===== src/rtl/mips_muldiv_unit.sv =====
// ---------------------------------------------------------------------------
// mips_muldiv_unit
//
// Multi-cycle MULT/MULTU/DIV/DIVU engine for the execute stage. It also holds
// the architectural HI/LO registers. Operands arrive on the same SrcA/SrcB
// bus as the ALU. The hi/lo outputs feed the SrcA operand mux, which is how
// MFHI/MFLO are implemented.
//
// Ports
//   clk    in   1      rising-edge clock
//   reset  in   1      asynchronous, active-high
//   start  in   1      launch op (sampled only in IDLE)
//   op     in   2      00 MULT, 01 MULTU, 10 DIV, 11 DIVU
//   mthi   in   1      write SrcA into HI (IDLE only, start has priority)
//   mtlo   in   1      write SrcA into LO (IDLE only, start has priority)
//   SrcA   in   WIDTH  multiplicand / dividend / MTHI-MTLO data
//   SrcB   in   WIDTH  multiplier / divisor
//   busy   out  1      operation in flight; the pipeline stalls while high
//   done   out  1      one-cycle pulse; hi/lo already hold the new result
//   hi     out  WIDTH  HI register
//   lo     out  WIDTH  LO register
//
// Configuration macro: MULDIV_FAST_MUL_EN
//   defined   -> MULT/MULTU use a single-cycle '*' (result one cycle after start)
//   undefined -> MULT/MULTU use the iterative 33-cycle shift-add path
//   DIV/DIVU always use the iterative restoring divider.
// ---------------------------------------------------------------------------
module mips_muldiv_unit #(
    parameter int WIDTH      = 32,
    parameter int ITERATIONS = 32
) (
    input  logic             clk,
    input  logic             reset,
    input  logic             start,
    input  logic [1:0]       op,
    input  logic             mthi,
    input  logic             mtlo,
    input  logic [WIDTH-1:0] SrcA,
    input  logic [WIDTH-1:0] SrcB,
    output logic             busy,
    output logic             done,
    output logic [WIDTH-1:0] hi,
    output logic [WIDTH-1:0] lo
);

    localparam int CNT_W = $clog2(ITERATIONS + 1);

    typedef enum logic [1:0] {S_IDLE, S_MUL, S_DIV, S_FIX} state_t;

    // The kind of write-back the FIX cycle has to perform.
    typedef enum logic [1:0] {FIX_MUL, FIX_DIV, FIX_DZ, FIX_FAST} fix_t;

    state_t             state;
    fix_t               fix_kind;
    logic [CNT_W-1:0]   counter;

    // The accumulator is shared by both engines.
    //   MUL: upper half = partial product, lower half = remaining multiplier bits
    //   DIV: upper half = partial remainder, lower half = dividend shifting into quotient
    //   divide-by-zero / fast multiply: holds the raw operands
    logic [2*WIDTH-1:0] acc;
    logic [WIDTH-1:0]   operand;    // multiplicand (MUL) or divisor (DIV), magnitude
    logic               sign_q;     // product / quotient negate (fast mul: signed op)
    logic               sign_r;     // remainder negate

    logic               op_signed;
    logic               op_is_div;
    logic               a_neg;
    logic               b_neg;
    logic [WIDTH-1:0]   abs_a;
    logic [WIDTH-1:0]   abs_b;
    logic [WIDTH:0]     mul_sum;
    logic [2*WIDTH-1:0] mul_next;
    logic [WIDTH:0]     div_shift;
    logic [WIDTH:0]     div_diff;
    logic [2*WIDTH-1:0] div_next;
    logic [2*WIDTH-1:0] prod_fix;
    logic [WIDTH-1:0]   quo_fix;
    logic [WIDTH-1:0]   rem_fix;
`ifdef MULDIV_FAST_MUL_EN
    logic [2*WIDTH-1:0] fast_prod;
`endif

    // Operand conditioning, one step of each iterative engine, and the final
    // sign fix-up. The engines work on magnitudes only. Signs are restored in
    // the FIX cycle.
    always_comb begin
        op_signed = ~op[0];
        op_is_div = op[1];
        a_neg     = op_signed & SrcA[WIDTH-1];
        b_neg     = op_signed & SrcB[WIDTH-1];
        abs_a     = a_neg ? -SrcA : SrcA;
        abs_b     = b_neg ? -SrcB : SrcB;

        // Shift-add step. The carry out of the add becomes the new MSB of
        // the product when the pair shifts right.
        mul_sum  = {1'b0, acc[2*WIDTH-1:WIDTH]} + (acc[0] ? {1'b0, operand} : '0);
        mul_next = {mul_sum, acc[WIDTH-1:1]};

        // Restoring step. Because the remainder stays below the divisor, the
        // MSB of the (WIDTH+1)-bit difference is exactly the borrow.
        div_shift = {acc[2*WIDTH-1:WIDTH], acc[WIDTH-1]};
        div_diff  = div_shift - {1'b0, operand};
        div_next  = div_diff[WIDTH] ? {div_shift[WIDTH-1:0], acc[WIDTH-2:0], 1'b0}
                                    : {div_diff[WIDTH-1:0],  acc[WIDTH-2:0], 1'b1};

        prod_fix = sign_q ? -acc : acc;
        quo_fix  = sign_q ? -acc[WIDTH-1:0] : acc[WIDTH-1:0];
        rem_fix  = sign_r ? -acc[2*WIDTH-1:WIDTH] : acc[2*WIDTH-1:WIDTH];

`ifdef MULDIV_FAST_MUL_EN
        fast_prod = sign_q
            ? ({{WIDTH{acc[2*WIDTH-1]}}, acc[2*WIDTH-1:WIDTH]} *
               {{WIDTH{acc[WIDTH-1]}},   acc[WIDTH-1:0]})
            : ({{WIDTH{1'b0}}, acc[2*WIDTH-1:WIDTH]} *
               {{WIDTH{1'b0}}, acc[WIDTH-1:0]});
`endif
    end

    // Controller and datapath registers. busy and done are registered
    // outputs of this FSM. A reset mid-operation simply discards the
    // accumulator, so no partial result ever reaches hi/lo.
    always_ff @(posedge clk or posedge reset) begin
        if (reset) begin
            state    <= S_IDLE;
            fix_kind <= FIX_MUL;
            counter  <= '0;
            acc      <= '0;
            operand  <= '0;
            sign_q   <= 1'b0;
            sign_r   <= 1'b0;
            busy     <= 1'b0;
            done     <= 1'b0;
            hi       <= '0;
            lo       <= '0;
        end else begin
            done <= 1'b0;
            case (state)
                S_IDLE: begin
                    if (start) begin
                        busy    <= 1'b1;
                        counter <= '0;
                        sign_q  <= a_neg ^ b_neg;
                        sign_r  <= a_neg;
                        if (op_is_div) begin
                            if (SrcB == '0) begin
                                // Divide by zero skips iteration. HI gets the
                                // raw dividend in the next (FIX) cycle.
                                acc      <= {SrcA, {WIDTH{1'b0}}};
                                fix_kind <= FIX_DZ;
                                state    <= S_FIX;
                            end else begin
                                acc      <= {{WIDTH{1'b0}}, abs_a};
                                operand  <= abs_b;
                                fix_kind <= FIX_DIV;
                                state    <= S_DIV;
                            end
                        end else begin
`ifdef MULDIV_FAST_MUL_EN
                            acc      <= {SrcA, SrcB};
                            sign_q   <= op_signed;
                            fix_kind <= FIX_FAST;
                            state    <= S_FIX;
`else
                            acc      <= {{WIDTH{1'b0}}, abs_b};
                            operand  <= abs_a;
                            fix_kind <= FIX_MUL;
                            state    <= S_MUL;
`endif
                        end
                    end else begin
                        if (mthi) hi <= SrcA;
                        if (mtlo) lo <= SrcA;
                    end
                end
                S_MUL: begin
                    acc     <= mul_next;
                    counter <= counter + CNT_W'(1);
                    if (counter == CNT_W'(ITERATIONS - 1)) state <= S_FIX;
                end
                S_DIV: begin
                    acc     <= div_next;
                    counter <= counter + CNT_W'(1);
                    if (counter == CNT_W'(ITERATIONS - 1)) state <= S_FIX;
                end
                S_FIX: begin
                    state <= S_IDLE;
                    busy  <= 1'b0;
                    done  <= 1'b1;
                    case (fix_kind)
                        FIX_MUL: begin
                            hi <= prod_fix[2*WIDTH-1:WIDTH];
                            lo <= prod_fix[WIDTH-1:0];
                        end
                        FIX_DIV: begin
                            hi <= rem_fix;
                            lo <= quo_fix;
                        end
                        FIX_DZ: begin
                            hi <= acc[2*WIDTH-1:WIDTH];
                            lo <= '1;
                        end
`ifdef MULDIV_FAST_MUL_EN
                        FIX_FAST: begin
                            hi <= fast_prod[2*WIDTH-1:WIDTH];
                            lo <= fast_prod[WIDTH-1:0];
                        end
`endif
                        default: ;
                    endcase
                end
                default: state <= S_IDLE;
            endcase
        end
    end

endmodule


===== config.mk =====
export PLATFORM = sky130hd
export DESIGN_NAME = mips_muldiv_unit
export DESIGN_NICKNAME = d
export VERILOG_FILES = /design/src/rtl/mips_muldiv_unit.sv
export SDC_FILE = /design/constraint.sdc
export NUM_CORES = 1
export LEC_CHECK = 0
export BUFFER_PORTS_ARGS = -buffer_cell sky130_fd_sc_hd__buf_4
export CORE_MARGIN = 5
export CORE_UTILIZATION = 45
export DETAILED_ROUTE_END_ITERATION = 7
export PLACE_DENSITY = 0.71
export SLEW_MARGIN = 25
export SYNTH_ARGS = -nofsm -noshare
export SYNTH_HDL_FRONTEND = slang
export SYNTH_SLANG_ARGS = --single-unit

===== constraint.sdc =====
create_clock -name clk -period 7.3 [get_ports clk]
set_input_delay 1.46 -clock clk [delete_from_list [all_inputs] [get_ports clk]]
set_output_delay 1.46 -clock clk [all_outputs]
set_load 0.01 [all_outputs]

==> metrics <==
YS warnings 0; CTS tree done; worst path required time 7.70 ns; HP Class flip-flop to flip-flop; share of layout cells above drive strength 1 11.43%; Iteration-0 DRC Markers 1998; Worst-Margin Slew 1.078 ns; register area share after synthesis 25.80%; Setup CP Type primary input to flip-flop; Final Hold Viols 0; die height a little over 200 um; switching share of power 55.12%; chip width 203.7 um; Peak VDD IR between 200 and 250 uV; Final Core Density about half; vias per cell ~6.6; Syn Nets 2448; top cell type's share of synthesized area 25.80%; initial antenna violation count 0; Area growth, synth to finish 10.08%; total gr overflow 0; Seq pwr share 20.7%; detailed placement HPWL 51.12 mm; MaxCap Viol Count 0; Synth async-reset ratio 100.0%; GP Congestion 1.017; global-route wire length before repair 102.5 mm; final slew viol count 0; setup repair bufs after CTS 0; sequential cell area 4358 um2; largest net degree at the start of global routing 88; Hold Buf Count CTS 0; Buffers on Ports 136; P_sw 6032 uW; Clock Skews 0.02059 ns; number of synthesized flops with an enable pin 0; vias 18250; PwrDens between 500 and 600 nW/um2; RSZ-0062 raised after global routing false; die area roughly 41000 um2; Clock Sinks 174; Clock Tree Root clkbuf_16; Syn Area/Cell approximately 7.3 um2; drt total wl 67.98 mm; Core ar. around 37000 um2; Final setup viols 0; DRC Markers 0; Syn Inst Count 2299; Worst setup SP type primary input; setup tns final 0 ns; Tot GR Track Use 31.64%; share of power burned in combinational logic between 70% and 80%; Setup crit end kind flip-flop; Yosys cell types just under 90; area occupied by multi-input gates between 10000 and 15000 um2; fmax between 0.2 and 0.25 GHz; Clk network pwr share a little under 9%; post-route clock period utilization between 60% and 70%; Worst-Skew Late Latency 0.47 ns; Top FF cell, synth dfrtp_1; ANT nets after route 0; Post-CTS Resized 0; relative slew slack around 28%; Num CTS Buffers 17; r2r setup slk 2.76 ns; status complete, no violations; Initial Util between 40% and 50%; worst-path maximum fanout 22; drt wl/cell 24.50 um; clock buffer depth 2; post-synth top area cell dfrtp_1; vias in the first global route around 17000; register bit total from synthesis 174; Synth area leaders dfrtp_1 (26%), o21ai_0 (7.5%), a21oi_1 (7.4%), nand2_1 (5.8%), ha_1 (5.6%); standard-cell rows between 70 and 80; # diodes 0; minimum clock period after layout 4.546 ns; boundary pin count 137; htree depth 4; first drt pass iteration count 6; CP Data Arrival Time between 4 and 5 ns; Nets roughly 2400; Static Leak between 0.007 and 0.008 uW; register clock-pin slew on the reported worst setup and hold paths 0.07 ns; cell-internal power 4913 uW; Post-Syn Area 16870 um2; Fill cells 3709
final timing paths:
kind / startpoint / endpoint / depth (start not counted)
max in group asynchronous: reset / sign_q / 3
worst min-delay path: hi[21] / hi[21] / 2
worst max-delay path: SrcB[10] / acc[63] / 10
min in group asynchronous: reset / lo[17] / 2
worst min register to register: hi[21] / hi[21] / 2
worst max register to register: acc[0] / acc[62] / 13
synth_stat cells (44+ instances only):
library cell,number
nand2_1,259
o21ai_0,252
a21oi_1,249
nor2_1,210
dfrtp_1,174
clkbuf_1,165
xnor2_1,102
ha_1,76
inv_1,69
xor2_1,65
nand3_1,49
nor3_1,48
o31ai_1,46
a31oi_1,44
power by group through the flow:
stage / Combinational (uW) / Sequential (uW) / Clock (uW)
CTS: 7590 / 2220 / 969
detailed placement: 7560 / 2240 / 0
global placement: 7460 / 2220 / 0
floorplan: 5590 / 1890 / 0
global route: 8370 / 2310 / 1010
finish: 7710 / 2260 / 970
logic make-up (layout without fill, tap and decap cells):
kind of cell	count (synthesis)	after routing	synth area share (%)
fa+ha+maj	78	78	5.872
simple gates	751	751	20.98
buf+inv	259	261	5.976
compound gates	842	842	30.92
flops	174	174	25.80
mux	28	28	1.780
xor+xnor	167	167	8.668
layer usage:
layer,routed length [um],GRT usage (%)
met1,27570,42.33
met3,6100,4.468
met5,0,0
met4,3956,16.53
met2,30350,49.89
state kept, by name, indices dropped and copies added (netlist names):
register	cells
acc	64
fix_kind	2
counter	6
lo	32
operand	32
done	1
hi	32
sign_q	1
sign_r	1
state	2
busy	1
worst max-delay path, cell delays in order:
cell      delay (ns)
buf_4           0.13
or4_1           0.65
nor4_1          0.32
nand3b_1        0.34
nor4_4          0.79
buf_4           0.38
a21oi_1         0.14
or4_1           0.43
o22ai_1         0.15
a311o_1         0.14
metrics by stage:
step                      cell area [um2]  instances  power (uW)  worst slack, ns  hold WS [ns]
final                               18580       2775       10950            2.754        0.4806
after detailed placement            17970       2743        9795            2.325        0.4713
after CTS                           18570       2775       10780            2.810        0.4872
after floorplan                     16870       2299        7480            1.123        0.4498
after global routing                18580       2775       11700            2.415        0.5072
after global placement              17970       2743        9684            2.450        0.4570
cell usage in the layout, fill, tap and decap left out, types with 44 or more instances in the layout:
master / synthesis / final
xor2_1: 65 / 65
ha_1: 76 / 73
o21ai_0: 252 / 252
o31ai_1: 46 / 46
dfrtp_1: 174 / 173
nor2_1: 210 / 208
nand3_1: 49 / 49
a21oi_1: 249 / 249
inv_1: 69 / 68
nor3_1: 48 / 48
nand2_1: 259 / 258
a31oi_1: 44 / 44
xnor2_1: 102 / 102
buf_4: 3 / 157
area by class of cell:
cell class                 instances  share of cell area [%]
multi-input combinational       1866                   62.30
inverter                          72                   1.482
timing repair buffer             157                   6.345
tap                              474                   3.193
clock inverter                    15                  0.9295
sequential                       174                   23.46
clock buffer                      17                   2.290
No activity file was read; power rests on OpenSTA's default activity.
